[src/rtl/fetch_stage_pkg.sv]
// Shared types and constants for the instruction-fetch stage.
package fetch_stage_pkg;

    typedef logic [31:0] instruction_type;

    localparam instruction_type NOP_INSTRUCTION = 32'h0000_0013;

    typedef enum logic [1:0] {
        IDLE = 2'd0,
        REQ  = 2'd1,
        HOLD = 2'd2,
        DROP = 2'd3
    } fetch_state_type;

    // Fetch addresses are word aligned; the low two bits are forced to zero.
    function automatic logic [31:0] pc_align(input logic [31:0] addr);
        return addr & ~32'h0000_0003;
    endfunction

endpackage

[src/rtl/pc_register.sv]
// Next-fetch-address register: synchronous reset, redirect and sequential advance.
module pc_register
    import fetch_stage_pkg::*;
#(
    parameter logic [31:0] RESET_PC = 32'h0000_0000
) (
    input  logic        clk,
    input  logic        rst,
    input  logic        redirect,
    input  logic [31:0] redirect_pc,
    input  logic        advance,
    output logic [31:0] pc_reg
);

    // NOTE: sequential state uses non-blocking assignments so every register
    // samples pre-edge values regardless of block ordering.
    always_ff @(posedge clk) begin
        if (rst) begin
            pc_reg <= pc_align(RESET_PC);
        end else if (redirect) begin
            pc_reg <= pc_align(redirect_pc);
        end else if (advance) begin
            pc_reg <= pc_reg + 32'd4;
        end
    end

endmodule

[src/rtl/fetch_stage.sv]
// Instruction-fetch stage with IF/ID register, single outstanding memory read
// and a one-entry hold buffer for responses that arrive while decode stalls.
module fetch_stage
    import fetch_stage_pkg::*;
#(
    parameter logic [31:0] RESET_PC = 32'h0000_0000
) (
    input  logic            clk,
    input  logic            rst,
    input  logic            PCWrite,
    input  logic            FetchWrite,
    input  logic            PCSrc,
    input  logic [31:0]     pc_branch,
    output logic            imem_req,
    output logic [31:0]     imem_addr,
    input  logic            imem_valid,
    input  logic [31:0]     imem_rdata,
    output instruction_type instruction,
    output logic [31:0]     pc,
    output logic            fetch_valid
);

    fetch_state_type state;
    logic [31:0]     pc_reg;
    logic [31:0]     pc_plus4;
    instruction_type buf_data;
    logic [31:0]     buf_pc;
    logic            resp_take;
    logic            have_instr;
    instruction_type avail_instr;
    logic [31:0]     avail_pc;

    pc_register #(
        .RESET_PC(RESET_PC)
    ) u_pc_register (
        .clk        (clk),
        .rst        (rst),
        .redirect   (PCSrc),
        .redirect_pc(pc_branch),
        .advance    (resp_take),
        .pc_reg     (pc_reg)
    );

    assign pc_plus4 = pc_reg + 32'd4;
    assign imem_req = (state == REQ) || (state == DROP);

    // A response is consumed (to IF/ID or the hold buffer) unless a redirect kills it.
    assign resp_take   = (state == REQ) && imem_valid && !PCSrc;
    assign have_instr  = resp_take || (state == HOLD);
    assign avail_instr = (state == HOLD) ? buf_data : imem_rdata;
    assign avail_pc    = (state == HOLD) ? buf_pc : imem_addr;

    // NOTE: the hold buffer is pure datapath; its validity lives in the state,
    // so the storage itself needs no reset.
    always_ff @(posedge clk) begin
        if (resp_take && !FetchWrite) begin
            buf_data <= imem_rdata;
            buf_pc   <= imem_addr;
        end
    end

    always_ff @(posedge clk) begin
        if (rst) begin
            state       <= IDLE;
            imem_addr   <= 32'h0000_0000;
            instruction <= NOP_INSTRUCTION;
            pc          <= 32'h0000_0000;
            fetch_valid <= 1'b0;
        end else begin
            // A redirect squashes IF/ID but leaves pc as it was.
            if (PCSrc) begin
                instruction <= NOP_INSTRUCTION;
                fetch_valid <= 1'b0;
            end else if (FetchWrite) begin
                if (have_instr) begin
                    instruction <= avail_instr;
                    pc          <= avail_pc;
                    fetch_valid <= 1'b1;
                end else begin
                    instruction <= NOP_INSTRUCTION;
                    fetch_valid <= 1'b0;
                end
            end

            case (state)
                IDLE: begin
                    if (!PCSrc && PCWrite) begin
                        state     <= REQ;
                        imem_addr <= pc_reg;
                    end
                end
                REQ: begin
                    if (PCSrc) begin
                        state <= imem_valid ? IDLE : DROP;
                    end else if (imem_valid) begin
                        if (!FetchWrite) begin
                            state <= HOLD;
                        end else if (PCWrite) begin
                            imem_addr <= pc_plus4;
                        end else begin
                            state <= IDLE;
                        end
                    end
                end
                HOLD: begin
                    if (PCSrc) begin
                        state <= IDLE;
                    end else if (FetchWrite) begin
                        if (PCWrite) begin
                            state     <= REQ;
                            imem_addr <= pc_reg;
                        end else begin
                            state <= IDLE;
                        end
                    end
                end
                DROP: begin
                    if (imem_valid) begin
                        state <= IDLE;
                    end
                end
                default: state <= IDLE;
            endcase
        end
    end

endmodule

[config.mk]
export PLATFORM = sky130hd
export DESIGN_NAME = fetch_stage
export DESIGN_NICKNAME = d
export VERILOG_FILES = /design/src/rtl/fetch_stage_pkg.sv /design/src/rtl/pc_register.sv /design/src/rtl/fetch_stage.sv
export SDC_FILE = /design/constraint.sdc
export NUM_CORES = 1
export LEC_CHECK = 0
export ABC_CLOCK_PERIOD_IN_PS = 8400
export BUFFER_PORTS_ARGS = -buffer_cell sky130_fd_sc_hd__buf_2
export CAP_MARGIN = 5
export CORE_ASPECT_RATIO = 1.75
export CORE_UTILIZATION = 40
export DETAILED_ROUTE_END_ITERATION = 16
export PLACE_DENSITY = 0.66
export SYNTH_ARGS = -nofsm -noshare
export SYNTH_HDL_FRONTEND = slang
export SYNTH_HIERARCHICAL = 1
export SYNTH_SLANG_ARGS = --single-unit
[constraint.sdc]
create_clock -name clk -period 8.4 [get_ports clk]
set_input_delay 2.52 -clock clk [delete_from_list [all_inputs] [get_ports clk]]
set_output_delay 2.52 -clock clk [all_outputs]
set_load 0.03 [all_outputs]
Word level (Yosys, flattened, before mapping)
Index checks and enable logic that the tools add are counted.
{"block": "word_totals", "elab_cells": 67, "input_bits": 70, "reg_bits": 195}
{"block": "classes", "bitwise_logic": 1, "n_eq_ne": 15, "reduce_logical": 15, "muxes": 26, "addsub": 1}
{"operator": "two-way mux 32 bit", "count": 13}
{"operator": "one-hot mux 32 bit (3 select lines)", "count": 1}
{"operator": "adder 32 x 3 -> 32 bit (second input constant)", "count": 1}
{"operator": "two-way mux 2 bit", "count": 9}
{"operator": "!= test 2 bit (second input constant)", "count": 9}
{"operator": "AND reduction 9 bit", "count": 1}
{"operator": "one-hot mux 2 bit (4 select lines)", "count": 1}
{"operator": "!= test 3 bit (second input constant)", "count": 2}
{"operator": "AND reduction 5 bit", "count": 1}
{"operator": "== test 2 bit (second input constant)", "count": 2}
{"operator": "logical AND 1 bit", "count": 4}
{"operator": "!= test 4 bit (second input constant)", "count": 1}
{"operator": "AND reduction 3 bit", "count": 1}
{"operator": "nonzero test 3 bit", "count": 1}
{"operator": "== test 2 x 1 -> 1 bit (second input constant)", "count": 1}
{"operator": "logical NOT 1 bit", "count": 2}
{"operator": "logical NOT 2 bit", "count": 1}
{"operator": "logical OR 1 bit", "count": 2}
{"operator": "two-way mux 1 bit", "count": 2}
{"operator": "nonzero test 2 bit", "count": 1}
{"operator": "OR reduction 2 bit", "count": 1}
{"operator": "NOT 1 bit", "count": 1}

Logic depth before layout (Yosys ltp)
{"block": "logic_depth", "depth_word": 6, "depth_mapped": 7}

Modules after synthesis
The synthesis kept the hierarchy.
{"mod": "fetch_stage", "seq_area_each_um2": 3903.7, "cells_per_inst": 629, "area_per_inst_um2": 7050.5, "instances": 1}
{"mod": "pc_register", "seq_area_each_um2": 600.6, "cells_per_inst": 251, "area_per_inst_um2": 1929.4, "instances": 1}

Least setup slack after synthesis
OpenSTA, ideal clock, no wires.
{"block": "synth_path", "path_type": "input-to-reg", "from": "input port FetchWrite", "to": "register buf_data[0], enable pin", "path_stages": 4, "t_arrival_ns": 4.695, "n_path_buf": 2, "path_slack_ns": 3.278, "setup_time_ns": 0.427, "cell_sequence": "clkbuf_1 -> inv_1 -> clkbuf_1 -> and4_1"}
{"block": "synth_via", "elab_chain_len": 2}
{"item": "start: declaration", "line": "fetch_stage.sv:11", "rtl": "input logic FetchWrite,"}
{"item": "logical NOT 1 bit"}
{"item": "logical AND 1 bit", "line": "fetch_stage.sv:56", "rtl": "if (resp_take && !FetchWrite) begin"}
{"item": "end signal: assignment", "line": "fetch_stage.sv:57", "rtl": "buf_data <= imem_rdata;"}
{"item": "end: declaration", "line": "fetch_stage.sv:26", "rtl": "instruction_type buf_data;"}
No other way between the ends.
A chain may end at the register's enable or synchronous reset.

Worst setup path after layout
{"block": "layout_path", "from": "input port PCSrc", "to": "register u_pc_register.pc_reg[29]"}
{"block": "layout_via", "elab_chain_len": 3}
{"item": "start: declaration", "line": "fetch_stage.sv:12", "rtl": "input logic PCSrc,"}
{"item": "logical NOT 1 bit", "line": "fetch_stage.sv:48", "rtl": "assign resp_take = (state == REQ) && imem_valid && !PCSrc;"}
{"item": "logical AND 1 bit", "line": "fetch_stage.sv:48"}
{"item": "via resp_take", "line": "fetch_stage.sv:28", "rtl": "logic resp_take;"}
{"item": "nonzero test 2 bit (no line)"}
{"item": "end signal: assignment", "line": "pc_register.sv:19", "rtl": "pc_reg <= pc_align(RESET_PC);"}
{"item": "end signal: assignment", "line": "pc_register.sv:21", "rtl": "pc_reg <= pc_align(redirect_pc);"}
{"item": "end signal: assignment", "line": "pc_register.sv:23", "rtl": "pc_reg <= pc_reg + 32'd4;"}
{"item": "end: declaration", "line": "pc_register.sv:12", "rtl": "output logic [31:0] pc_reg"}
The timed path passes the listed nets, and every way through them passes these cells.

==> results by group <==
Run status
  • Status: finished, final reports clean

Synthesis
  • Synth warn: 6
  • Post-Synth Adder-Cell Area: less than 1%
  • Post-synthesis sequential area ratio: roughly half
  • Synth Flop Type: dfxtp_1
  • Synth Area in Compound Gates: between 10% and 20%
  • Largest family of logic cells by synthesized area: simple AND/OR/NAND/NOR gates
  • Cell variety after synth: slightly below 70
  • Yosys reg bits: 193
  • FFs w/ async S/R, synth: 0%
  • Dominant cells by area after synthesis: dfxtp_1 29%, edfxtp_1 21%, mux2i_1 7.5%
  • XOR/XNOR Fraction of Synth Area: roughly 2.2%
  • Avg Synthesized Cell Area: roughly 10 µm²
  • Post-Syn Area: 0.008980 mm²
  • EDFF count, synth: 64
  • Post-Syn Instances: slightly below 900
  • Synth area leader: dfxtp_1
  • Mux cell area share after synthesis: 8.095%
  • Share of the synthesized area in the top cell type: about 29%
  • Synth Area in Simple Gates: around a fifth

Min path
  • Min-Delay Path Class: flip-flop to flip-flop
  • Worst Min Path Start: fetch_valid$_SDFFE_PP0P_

Critical path
  • Crit path max fanout: 67
  • Reg-to-Reg Start: state[0]$_SDFFE_PP0P_
  • Slowest stage delay, CP: 0.69 ns
  • Startpoint Class: input pin
  • Required time worst endpoint: ~8.7 ns
  • Crit-path cells: buf_2 > buf_4 > and4bb_2 > nand3_1 > nor4_1 > a211oi_1 > a2111oi_0
  • Worst Setup Path Type: input pin to flip-flop
  • CP startpoint: PCSrc
  • Setup crit end kind: flip-flop
  • Worst EP arrival: approximately 5.1 ns
  • Slowest-stage cell, CP: and4bb_2

Clocking
  • Post-CTS Setup Bufs: 0
  • H-Tree Depth: 4
  • CTS resizes: 0
  • Worst-path clk slew: 0.07 ns
  • CTS Sinks: slightly below 200
  • CTS tree: built
  • Root Driver: clkbuf_16
  • Skew-Pair Late Insertion Delay: 0.43 ns
  • Hold Buf Count CTS: 0
  • CTS buffer count: 17
  • Clock Path Buffers: 2

Drt
  • # DRC: 0
  • Routed length per instance: roughly 17 µm
  • Via Count: 7254
  • Iter 0 DRT Violations: 450
  • Routed wl met3: around 920 µm
  • Met2 wire length: 11610 µm
  • First-pass detailed-route iteration total: 4
  • Final WL: 22690 µm
  • Post-route ant nets: 0
  • Via-per-instance ratio: between 5 and 6
  • Highest Signal Layer: met4
  • Metal-1 WL: roughly 9400 µm

Global route
  • GRT overflow: 0
  • Initial antenna violation count: 0
  • Gr usage total: about a fifth
  • Pin count of the biggest net entering global routing: 89
  • Global-route wire length before repair: around 35000 µm
  • Vias in the first global route: 6776

STA
  • Normalized max-slew margin: roughly 26%
  • Fin crit period: roughly 4.8 ns
  • Max Clk Rate: slightly above 200 MHz
  • Clk_skew: approximately 0.012 ns
  • Final setup fails: 0
  • Setup Total Neg Slack: 0 ns
  • Final hold vios: 0
  • Worst slew pin tran: 1.111 ns
  • Fin crit share: 57.46%
  • RSZ-0062 raised after global routing: false
  • Slew Viols, Final: 0

Placed design
  • I/O Buffers: around 170
  • Dpl cell area: approximately 0.010 mm²
  • Hpwl dp: 15730 µm
  • Routability Congestion: 0.8382

Run
  • Max Cap Viol: 0

Cells and area
  • Synthesis-to-layout area growth: 17.57%
  • Antenna Diode Count: 0
  • Fin util: 47.83%
  • Final nets: 1076
  • Layout cell share with drive strength beyond 1: a little under a quarter
  • Design area: 0.01056 mm²

Floorplan
  • Rows: 72
  • DIE AREA: 0.02308 mm²
  • Effective utilization at floorplan: between 40% and 50%
  • I/O pins: ~170
  • Die Y-Extent: approximately 200 µm
  • CORE AREA: 0.02207 mm²
  • Die width: around 120 µm

Pwr
  • Gate power share: 9.6%
  • Flop pwr share: between 50 and 60%
  • Pwr/cell area: 193.7 mW/mm²
  • Power Total: 2.046 mW
  • Clk network pwr share: 39.8%
  • Internal power consumption: roughly 1.5 mW
  • LEAKAGE: ~4.0 nW
  • Sw power: 512.3 µW
  • Worst vdd ir: 0.1451 mV
  • Switching part of the total power: about a quarter
area by class of cell:
cell class              count  area [µm²]
multi-input cells         600        4118
inverters                  18       67.56
repair buffers            174       895.9
fillers                  2081       11510
flip-flops and latches    193        4504
well taps                 296       370.4
clock inverters            12       133.9
clock buffers              20       467.9
critical path: cells and delay by family:
family	cells	cell delay (ns)
buffers and inverters	2	0.53
and+or+nand+nor	3	1.56
AOI/OAI and AO/OA	2	0.49
power by group through the flow:
stage               registers (mW)  logic [mW]  clock network (mW)
floorplan                     1.07       0.113                   0
global placement              1.05       0.196                   0
detailed placement            1.06       0.198                   0
CTS                           1.03       0.198               0.839
global route                  1.04       0.214               0.868
finish                        1.03       0.197               0.815
synthesized netlist by cell type, types with 10 or more instances:
cell type and number:
a21oi_1 18, nand4_1 31, mux2i_1 67, nor4_1 13, a211oi_1 58, or4_1 10
edfxtp_1 64, dfxtp_1 129, nand3_1 25, nor2b_1 10, o21ai_0 12, nor3_1 41
clkbuf_1 35, nand2b_1 10, a2bb2oi_1 29, xor2_1 14, buf_2 22, nor2_1 82
a311oi_1 15, nand2_1 42, inv_1 17
layer usage:
metal	up-vias	track usage [%]
li1	3600	-
met1	3436	22.45
met2	180	34.44
met3	38	3.540
met4	0	9.601
met5	-	0
stage by stage:
stage          worst slack [ns]  std cells  hold WS [ns]
6_report                  3.574       1313        0.4653
3_5_place_dp              3.135       1281        0.4566
5_1_grt                   3.248       1313        0.4819
4_1_cts                   3.586       1313        0.4674
2_1_floorplan             3.278        881        0.5130
3_3_place_gp              3.143       1281        0.4492
path summary, 6_finish.rpt:
check	endpoint	slack [ns]	depth (start not counted)
max	u_pc_register/pc_reg[29]$_SDFFE_PP0P_	3.57	7
max reg2reg	buf_data[11]$_DFFE_PP_	5.48	3
min	fetch_valid$_SDFFE_PP0P_	0.47	2
min reg2reg	fetch_valid$_SDFFE_PP0P_	0.47	2
layout by cell type (no fill, tap or decap), drive strengths merged, types with 6 or more instances in the layout:
cell type  netlist  final
a211oi          58     58
or3              6      6
buf             35    174
a21oi           18     18
nor3b            7      7
inv             17     17
nand2           42     42
a2bb2oi         29     29
mux2i           67     67
nor2            82     82
nand2b          10     10
o21ai           13     13
nand4           32     32
nor3            41     41
clkinv           1      9
nor4            16     16
nor2b           10     10
xor2            14     14
and3            10     10
edfxtp          64     64
and4             9      9
clkbuf          35     20
dfxtp          129    129
xnor2            9      9
or4             10     10
o31ai            8      8
a311oi          17     17
nand3           27     27
cell families (layout without fill, tap and decap cells):
group                    after synthesis  count (layout)
AO/OA/AOI/OAI                        180             180
XOR/XNOR                              23              23
adder cells (fa/ha/maj)                2               2
buffers and inverters                 88             224
flip-flops                           193             193
multiplexers                          72              72
other                                  1               2
AND/OR/NAND/NOR                      321             321
(Power assumes the default switching activity.)
